[src/rtl/univ_shift_reg.sv]
// Universal shift register: hold, shift right/left, parallel load.
// Tracks shifts per serial word and pulses word_valid on completion.
module univ_shift_reg #(
    parameter int WIDTH = 4,
    parameter int CW    = $clog2(WIDTH) + 1
) (
    input  logic             clk,
    input  logic             reset,
    input  logic             clr,
    input  logic [1:0]       mode,
    input  logic             sin_r,
    input  logic             sin_l,
    input  logic [WIDTH-1:0] d_par,
    output logic [WIDTH-1:0] out,
    output logic             sout_r,
    output logic             sout_l,
    output logic [CW-1:0]    bit_cnt,
    output logic             word_valid
);

    localparam logic [1:0] M_HOLD = 2'b00;
    localparam logic [1:0] M_SHR  = 2'b01;
    localparam logic [1:0] M_SHL  = 2'b10;
    localparam logic [1:0] M_LOAD = 2'b11;

    localparam logic [CW-1:0] CNT_LAST = CW'(WIDTH - 1);

    logic [WIDTH-1:0] out_q, out_d;
    logic [CW-1:0]    cnt_q, cnt_d;
    logic             wv_q, wv_d;
    logic             shift;

    always_comb begin
        out_d = out_q;
        cnt_d = cnt_q;
        wv_d  = 1'b0;
        shift = 1'b0;
        if (clr) begin
            out_d = '0;
            cnt_d = '0;
        end else begin
            unique case (mode)
                M_HOLD: ;
                M_SHR: begin
                    out_d = {sin_r, out_q[WIDTH-1:1]};
                    shift = 1'b1;
                end
                M_SHL: begin
                    out_d = {out_q[WIDTH-2:0], sin_l};
                    shift = 1'b1;
                end
                M_LOAD: begin
                    out_d = d_par;
                    cnt_d = '0;
                end
                default: ;
            endcase
        end
        // Direction changes share one counter; only a load or clear restarts it.
        if (shift) begin
            if (cnt_q == CNT_LAST) begin
                cnt_d = '0;
                wv_d  = 1'b1;
            end else begin
                cnt_d = cnt_q + CW'(1);
            end
        end
    end

    always_ff @(posedge clk or negedge reset) begin
        if (!reset) begin
            out_q <= '0;
            cnt_q <= '0;
            wv_q  <= 1'b0;
        end else begin
            out_q <= out_d;
            cnt_q <= cnt_d;
            wv_q  <= wv_d;
        end
    end

    assign out        = out_q;
    assign sout_r     = out_q[0];
    assign sout_l     = out_q[WIDTH-1];
    assign bit_cnt    = cnt_q;
    assign word_valid = wv_q;

endmodule

[config.mk]
export PLATFORM = sky130hd
export DESIGN_NAME = univ_shift_reg
export DESIGN_NICKNAME = d
export VERILOG_FILES = /design/src/rtl/univ_shift_reg.sv
export SDC_FILE = /design/constraint.sdc
export NUM_CORES = 1
export LEC_CHECK = 0
export BUFFER_PORTS_ARGS = -buffer_cell sky130_fd_sc_hd__buf_2
export CAP_MARGIN = 40
export CORE_MARGIN = 4
export CORE_UTILIZATION = 25
export DETAILED_ROUTE_END_ITERATION = 10
export MAX_ROUTING_LAYER = met4
export PLACE_DENSITY = 0.56
export SLEW_MARGIN = 20
export SYNTH_ARGS = -nofsm -noshare
export SYNTH_HDL_FRONTEND = slang
export SYNTH_SLANG_ARGS = --single-unit
[constraint.sdc]
create_clock -name clk -period 1.25 [get_ports clk]
set_input_delay 0.0625 -clock clk [delete_from_list [all_inputs] [get_ports clk]]
set_output_delay 0.0625 -clock clk [all_outputs]
set_load 0.01 [all_outputs]
# [After elaboration in Yosys (flattened, before gate mapping)]
# Cells that the tools add are included.
[word_totals] elab_cells=21 in_bits=11 out_inout_bits=10 register_bits=8
[op_classes] n_reduce_logical=3 n_addsub=1 n_mux=10 eq_ne=4
[ops] operator="$mux 3" count=4
[ops] operator="$pmux 4 s3" count=1
[ops] operator="$eq 2x2->1 const B" count=2
[ops] operator="$mux 1" count=4
[ops] operator="$mux 4" count=1
[ops] operator="$reduce_bool 4->1" count=1
[ops] operator="$add 3x1->3 const B" count=1
[ops] operator="$eq 3x2->1 const B" count=1
[ops] operator="$reduce_bool 3->1" count=1
[ops] operator="$eq 2x1->1 const B" count=1
[ops] operator="$reduce_or 2->1" count=1

# [Depth between registers and ports, before layout]
# Gate-level depths: netlist (run 1).
[depth] depth_word=5 ltp_mapped=5

# [Worst setup path after synthesis (run 1)]
# Ideal clock, no wire load.
[synth_timing] kind="register to register" start="register cnt_q[0] (netlist: bit_cnt[0])" end="register cnt_q[1] (netlist: bit_cnt[1])" n_path_buf=0 setup_ns=0.128 path_slack_ns=0.154 t_arrival_ns=0.968 synth_period_minus_slack_ns=1.096 path_stages_with_launch=5 path_cell_list="dfrtp_1 > ha_1 > nor2b_1 > a21oi_1 > nor2_1"
[synth_via] elab_chain_len=3 word_cells_on_any_way=4 cone_classes="1 x add/sub; 1 x eq/ne; 2 x mux"
[synth_rtl] element="start, declared" line="29" rtl="logic [CW-1:0] cnt_q, cnt_d;"
[synth_rtl] element="start signal, assigned" line="77" rtl="cnt_q <= cnt_d;"
[synth_rtl] element="$add 3x1->3 / $eq 3x2->1 (equally long branches)" line="65, 61"
[synth_rtl] element="$mux 3 (*)" line="61" rtl="if (cnt_q == CNT_LAST) begin"
[synth_rtl] element="$mux 3 (*)" line="60" rtl="if (shift) begin"
# Every way passes the cells marked *; elsewhere a longest branch is shown, timed or not.
# A chain may end at the register's enable or synchronous reset.

# [Final worst setup path (run 1)]
# Same ends and word-level chain as after synthesis.

==> metrics.md, run 1 <==
| Metric | Value |
|---|---|
| CTS tree | built |
| Share of async-settable or async-resettable flops after synthesis | 100.0% |
| RSZ-0062 raised after global routing | no |
| Synth Register Bits | 8 |
| Routed Antenna Nets | 0 |
| Die Area | 2575 um^2 |
| Most numerous cell in the Yosys netlist | nor2_1 |
| Post-CTS Resized | 0 |
| Global-route wire length before repair | around 1.8 mm |
| Hold Vio Cnt, Final | 0 |
| CP startpoint kind | flip-flop |
| Post-synthesis sequential area ratio | 43.84% |
| Final setup violation count | 0 |
| # fillers | between 150 and 200 |
| Worst skew pair latency | 0.26 ns |
| Pin count of the biggest net entering global routing | 9 |
| Vias in the first global route | between 400 and 500 |
| Mapped Cells | 47 |
| Number of post-CTS setup repair buffers | 0 |
| Top cell type's share of synthesized area | 43.84% |
| Residual DRC | 0 |
| Drt total wl | 1.103 mm |
| Clock Tree Root | clkbuf_4 |
| Synthesis Warnings | 0 |
| Max-cap violations | 0 |
| Syn avg cell area | between 9 and 10 um^2 |
| Leak | 0.3277 nW |
| Estimated wirelength of the detail-placed design | 843.4 um |
| Critical Path AT | 1.25 ns |
| Clk pin slew, worst setup/hold paths | 0.06 ns |
| Crit path required time | 1.40 ns |
| Slew Viols, Final | 0 |
| H-Tree Depth | 1 |
| Rows | 15 |
| R2R Setup Slk | 0.15 ns |
| Core Box Area | 1727 um^2 |
| GPL Wtd Cong | 0.7713 |
| Via count | about 440 |
| Detailed Routing Iterations Pass 1 | 2 |
| Peak Freq | roughly 910 MHz |
| PortBufs | 20 |
| Slew @ Worst Pin | 0.2398 ns |
| Syn-to-layout area delta | 36.71% |
| Period utilization | 87.81% |
| Drt initial violations | 8 |
| Net Count, Synth | 62 |
| CP Class | flip-flop to flip-flop |
| Yosys cell types | 16 |
| Final min period | 1.098 ns |
| TNS Setup | 0 ns |
| Hold wc startpoint | clr |
| CTS Buffer Depth | 2 |
| CTS Buf Count | 3 |
| Max-Slew Margin vs Limit | between 80% and 90% |
| Crit. End Element | flip-flop |
| Die W | 50.74 um |
| Via density | 4.594 |
| RR Endpoint | bit_cnt[1] |
| I/O Pins | 21 |
| Pwr/cell area | 1046 nW/um^2 |
| Main area contributors after synthesis | dfrtp_1 (44%), ha_1 (11%), a22oi_1 (8.2%) |
| Hold Crit Class | input port to flip-flop |
| Fin cells | 96 |
| WHS | about 0.078 ns |
| Antenna diode count | 0 |
| Commonest cells post-synth | nor2_1 (9), dfrtp_1 (8), a22oi_1 (5) |
| Worst IR drop on VDD | 344.4 uV |
| Top FF cell, synth | dfrtp_1 |
| Die height | 50.74 um |
| Register-to-Register Path Depth | 4 |
| Layout net count | 88 |
| Worst Skew | 0.008527 ns |
| Fraction of layout cells with a size suffix above 1 | 39.44% |
| Status | complete, no violations |
| Total GRT Usage | 10.11% |
| DR WL/cell | roughly 11 um |
| Inst Count DP | 92 |
| Crit-path max FO | 4 |
| Worst r2r src | bit_cnt[0] |
| CTS sink cnt | 8 |
| Hold endpoint | bit_cnt[1] |
| Post-synthesis cell area | between 400 and 500 um^2 |
| Hold path depth | 2 |
| Initial Util | 26.45% |
| GRT overflow | 0 |
| Post-synth EDFFs | 0 |
| Antenna violations before repair | 0 |
| Yosys top cell by area | dfrtp_1 |
how the worst max path moves through the flow:
stage	to	startpoint	cells after the start
5_1_grt	bit_cnt[1]	bit_cnt[0]	4
4_1_cts	bit_cnt[1]	bit_cnt[0]	4
6_report	bit_cnt[1]	bit_cnt[0]	4
2_1_floorplan	bit_cnt[1]	bit_cnt[0]	4
3_3_place_gp	out[0]	mode[0]	5
3_5_place_dp	out[0]	mode[0]	5
where the power goes:
part	leakage, nW	internal [mW]	switching [mW]
sequential	0.107	0.276	0.0156
clock	0.0138	0.111	0.0979
combinational	0.206	0.0725	0.0801
area by class of cell:
class / instances / area [um^2] / area share, %
clock buffers: 3 / 22.52 / 3.607
inverters: 3 / 11.26 / 1.804
multi-input cells: 33 / 226.5 / 36.27
flip-flops and latches: 8 / 200.2 / 32.06
well taps: 25 / 31.28 / 5.010
repair buffers: 24 / 132.6 / 21.24
stage by stage:
step | cell area (um^2) | setup slack (ns) | power [mW] | utilization, %
after floorplan | 456.7 | 0.1539 | 0.3869 | -
after global placement | 591.8 | 0.1554 | 0.4459 | 34.28
after detailed placement | 591.8 | 0.1305 | 0.4477 | 34.28
after CTS | 624.3 | 0.1459 | 0.6662 | 36.16
after global routing | 624.3 | 0.09055 | 0.6957 | 36.16
final | 624.3 | 0.1524 | 0.6529 | 36.16
sequential cells by signal (all words and copies together), names as in the netlist:
register,count
bit_cnt,3
out,4
word_valid,1
per-layer routing:
metal / track usage [%] / vias to the layer above / share of wire [%]
li1: - / 217 / -
met1: 11.75 / 203 / 44
met2: 14.57 / 17 / 44
met3: 2.671 / 4 / 9.7
met4: 8.072 / 0 / 2.3
met5: - / - / 0
cell usage in the layout, fill, tap and decap left out, types with 3 or more instances in the layout:
master    Yosys  layout
a22oi_1       5       5
clkbuf_4      0       3
o21ai_0       4       4
dfrtp_1       8       8
buf_2         0      20
a221oi_1      4       4
buf_4         2       3
nor2_1        9       9
ha_1          4       4
inv_1         3       3
cell families after synthesis:
family | Yosys count | synth area share [%]
AOI/OAI and AO/OA | 14 | 21.37
adders and majority gates | 4 | 10.96
buffers and inverters | 6 | 6.573
and+or+nand+nor | 15 | 17.26
DFF | 8 | 43.84
worst max-delay path: stages, from the launching register on:
cell     delay, ns
dfrtp_1       0.41
ha_1          0.29
nor2b_1       0.13
a21oi_1       0.11
nor2_1        0.05
timing repair:
action,CTS,global route
setup endpoints to repair,0,0
hold endpoints to repair,8,0
hold buffers,1,0
No activity file was read; power rests on OpenSTA's default activity.
==> run 2: changes to the inputs <==
--- a/config.mk
+++ b/config.mk
@@ -5,13 +5,14 @@
 export SDC_FILE = /design/constraint.sdc
 export NUM_CORES = 1
 export LEC_CHECK = 0
+export ABC_AREA = 1
 export BUFFER_PORTS_ARGS = -buffer_cell sky130_fd_sc_hd__buf_2
 export CAP_MARGIN = 40
 export CORE_MARGIN = 4
 export CORE_UTILIZATION = 25
 export DETAILED_ROUTE_END_ITERATION = 10
 export MAX_ROUTING_LAYER = met4
-export PLACE_DENSITY = 0.56
+export PLACE_DENSITY = 0.55
 export SLEW_MARGIN = 20
 export SYNTH_ARGS = -nofsm -noshare
 export SYNTH_HDL_FRONTEND = slang
==> metrics.md, run 2 <==
| Metric | Value |
|---|---|
| Status | complete, no violations |
| CTS Buffer Depth | 2 (unchanged) |
| Commonest cells post-synth | nand2_1 (33), inv_1 (10), dfrtp_1 (8), ha_1 (4), nand4_1 (4) |
| RSZ-0062 raised after global routing | no |
| Hold Crit Class | input port to flip-flop |
| DR WL/cell | 9.283 um (-19%) |
| Top FF cell, synth | dfrtp_1 |
| Crit. path cell count | 4 (unchanged) |
| Max reg flops | 4 (unchanged) |
| Worst IR drop on VDD | 349.0 uV (+1.3%) |
| Syn avg cell area | 7.260 um^2 (-25%) |
| Total GRT Usage | 8.933% (-1.2 points) |
| Crit-path max FO | 3 (-1) |
| Yosys top cell by area | dfrtp_1 |
| CTS Hold Buffers Added | 1 (unchanged) |
| Peak Freq | 1079 MHz (+18%) |
| Commonest non-fill, non-tap cell in the layout | nand2_1 |
| CTS tree | built |
| CTS Buf Count | 3 (unchanged) |
| Rows | 16 (+1) |
| Crit. End Element | flip-flop |
| Fraction of layout cells with a size suffix above 1 | 26.88% (-13 points) |
| Post-synth EDFFs | 0 (unchanged) |
| CTS sink cnt | 8 (unchanged) |
| Top cell type's share of synthesized area | 38.83% (-5.0 points) |
| Antenna violations before repair | 0 (unchanged) |
| Crit path required time | 1.43 ns (+0.03 ns) |
| Antenna diode count | 0 (unchanged) |
| Final min period | 0.9268 ns (-0.1709 ns) |
| CP Class | flip-flop to flip-flop |
| Drt total wl | 1.114 mm (+1.0%) |
| Detailed Routing Iterations Pass 1 | 4 (+2) |
| Estimated wirelength of the detail-placed design | 900.5 um (+6.8%) |
| Syn-to-layout area delta | 29.37% |
| Final worst setup slack | 0.3232 ns (+0.1709 ns) |
| Critical Path AT | 1.11 ns (-0.14 ns) |
| Worst skew pair latency | 0.25 ns (about the same) |
| Vias in the first global route | 444 (+5.0%) |
| Leak | 0.4057 nW (+24%) |
| Worst Skew | 0.004225 ns (-0.004302 ns) |
| Synthesis Warnings | 0 (unchanged) |
| Yosys cell types | 12 (-4) |
| Via density | 4.142 (-9.8%) |
| Final setup violation count | 0 (unchanged) |
| Layout net count | 110 (+25%) |
| Die W | 53.41 um (+5.3%) |
| Post-synthesis cell area | 515.5 um^2 (+13%) |
| Most frequent cells in the layout | nand2_1 (33), buf_2 (20), inv_1 (10) |
| Crit-path cells | ha_1 > nand2_1 > nand3_1 > o21ai_1 |
| Most numerous cell in the Yosys netlist | nand2_1 |
| Pwr/cell area | 935.7 nW/um^2 (-11%) |
| Slowest CP cell | dfrtp_1 |
| GPL Wtd Cong | 0.7920 (+2.7%) |
| Die height | 53.41 um (+5.3%) |
| I/O Pins | 21 (unchanged) |
| Residual DRC | 0 (unchanged) |
| Dpl ws | 0.1787 ns (+0.04824 ns) |
| Share of async-settable or async-resettable flops after synthesis | 100.0% (unchanged) |
| Pin count of the biggest net entering global routing | 10 (+1) |
| Worst Path Buf+Inv | 0 (unchanged) |
| Net Count, Synth | 86 (+39%) |
| Global-route wire length before repair | 1.807 mm (+0.39%) |
| TNS Setup | 0 ns (unchanged) |
| Slew @ Worst Pin | 0.2918 ns (+0.05191 ns) |
| Max-cap violations | 0 (unchanged) |
| Main area contributors after synthesis | dfrtp_1 (39%), nand2_1 (24%), ha_1 (9.7%) |
| Core Box Area | 1962 um^2 (+14%) |
| Hold path depth | 2 (unchanged) |
| Post-synthesis sequential area ratio | 38.83% (-5.0 points) |
| Slew Viols, Final | 0 (unchanged) |
| Share of the core filled with cells | 33.99% (-2.2 points) |
| Drt initial violations | 20 (+12) |
| PortBufs | 20 (unchanged) |
| Max-Slew Margin vs Limit | 80.55% (-3.5 points) |
| Hold Vio Cnt, Final | 0 (unchanged) |
| H-Tree Depth | 1 (unchanged) |
| Period utilization | 74.14% (-14 points) |
| Mapped Cells | 71 (+51%) |
| Clock Tree Root | clkbuf_4 |
| Register-to-Register Path Depth | 4 (unchanged) |
| Post-CTS Resized | 0 (unchanged) |
| Initial Util | 26.28% (-0.17 points) |
| Routed Antenna Nets | 0 (unchanged) |
| Number of post-CTS setup repair buffers | 0 (unchanged) |
| CP startpoint kind | flip-flop |
| CP top delay family | flip-flops |
| Via count | 497 (+13%) |
| Clk pin slew, worst setup/hold paths | 0.06 ns (about the same) |
| Worst path max stage delay | 0.39 ns (-0.02 ns) |
| Die Area | 2853 um^2 (+11%) |
| GRT overflow | 0 (unchanged) |
| Synth Register Bits | 8 (unchanged) |
==> run 2: cell count changes after synthesis, moves of 2 or more <==
| cell | before | now |
|---|---|---|
| nand2_1 | 0 | 33 |
| inv_1 | 3 | 10 |
| nor2_1 | 9 | 3 |
| a22oi_1 | 5 | 0 |
| a221oi_1 | 4 | 0 |
| nand4_1 | 0 | 4 |
| o21ai_0 | 4 | 0 |
| nand3_1 | 0 | 2 |
| o21ai_1 | 0 | 2 |
==> run 2: stage by stage <==
step           cell area (um^2)  std cells  power, mW  hold WS [ns]
6_report                  666.9        120     0.6240       0.06474
3_3_place_gp              634.4        116     0.4269      -0.08679
2_1_floorplan             515.5         71     0.3749       -0.2331
4_1_cts                   666.9        120     0.6280       0.05994
5_1_grt                   666.9        120     0.6636       0.06721
3_5_place_dp              634.4        116     0.4285      -0.08681
==> run 2: cell families (layout without fill, tap and decap cells) <==
group                      Yosys count  in the layout  synth area share [%]
buffers and inverters               12             34                 10.19
DFF                                  8              8                 38.83
adders and majority gates            4              4                 9.709
AOI/OAI and AO/OA                    3              3                 5.098
and+or+nand+nor                     44             44                 36.16
==> run 2: path summary, 6_finish.rpt <==
| check | slack [ns] | from | end |
|---|---|---|---|
| worst min register to register | 0.55 | bit_cnt[1] | bit_cnt[1] |
| worst max register to register | 0.32 | bit_cnt[0] | bit_cnt[0] |
| worst max-delay path | 0.32 | bit_cnt[0] | bit_cnt[0] |
| min in group asynchronous | 0.17 | reset | bit_cnt[1] |
| worst min-delay path | 0.06 | clr | word_valid |
| max in group asynchronous | 0.91 | reset | out[2] |
==> run 2: cell type report <==
type	instances	area (um^2)
Fill cell	220	1295
Multi-Input combinational cell	51	262.8
Sequential cell	8	200.2
Timing Repair Buffer	21	110.1
Inverter	10	37.54
Tap cell	27	33.78
Clock buffer	3	22.52
==> run 2: per-layer routing <==
layer | GRT usage, % | wire [um]
met3 | 2.254 | 105
met1 | 11.56 | 527
met2 | 13.06 | 481
met5 | - | 0
met4 | 3.830 | 0
==> run 2: power by group <==
part           total [mW]  internal [mW]  switching (mW)
Combinational       0.137         0.0554          0.0814
Clock               0.200          0.110          0.0895
Sequential          0.288          0.274          0.0134
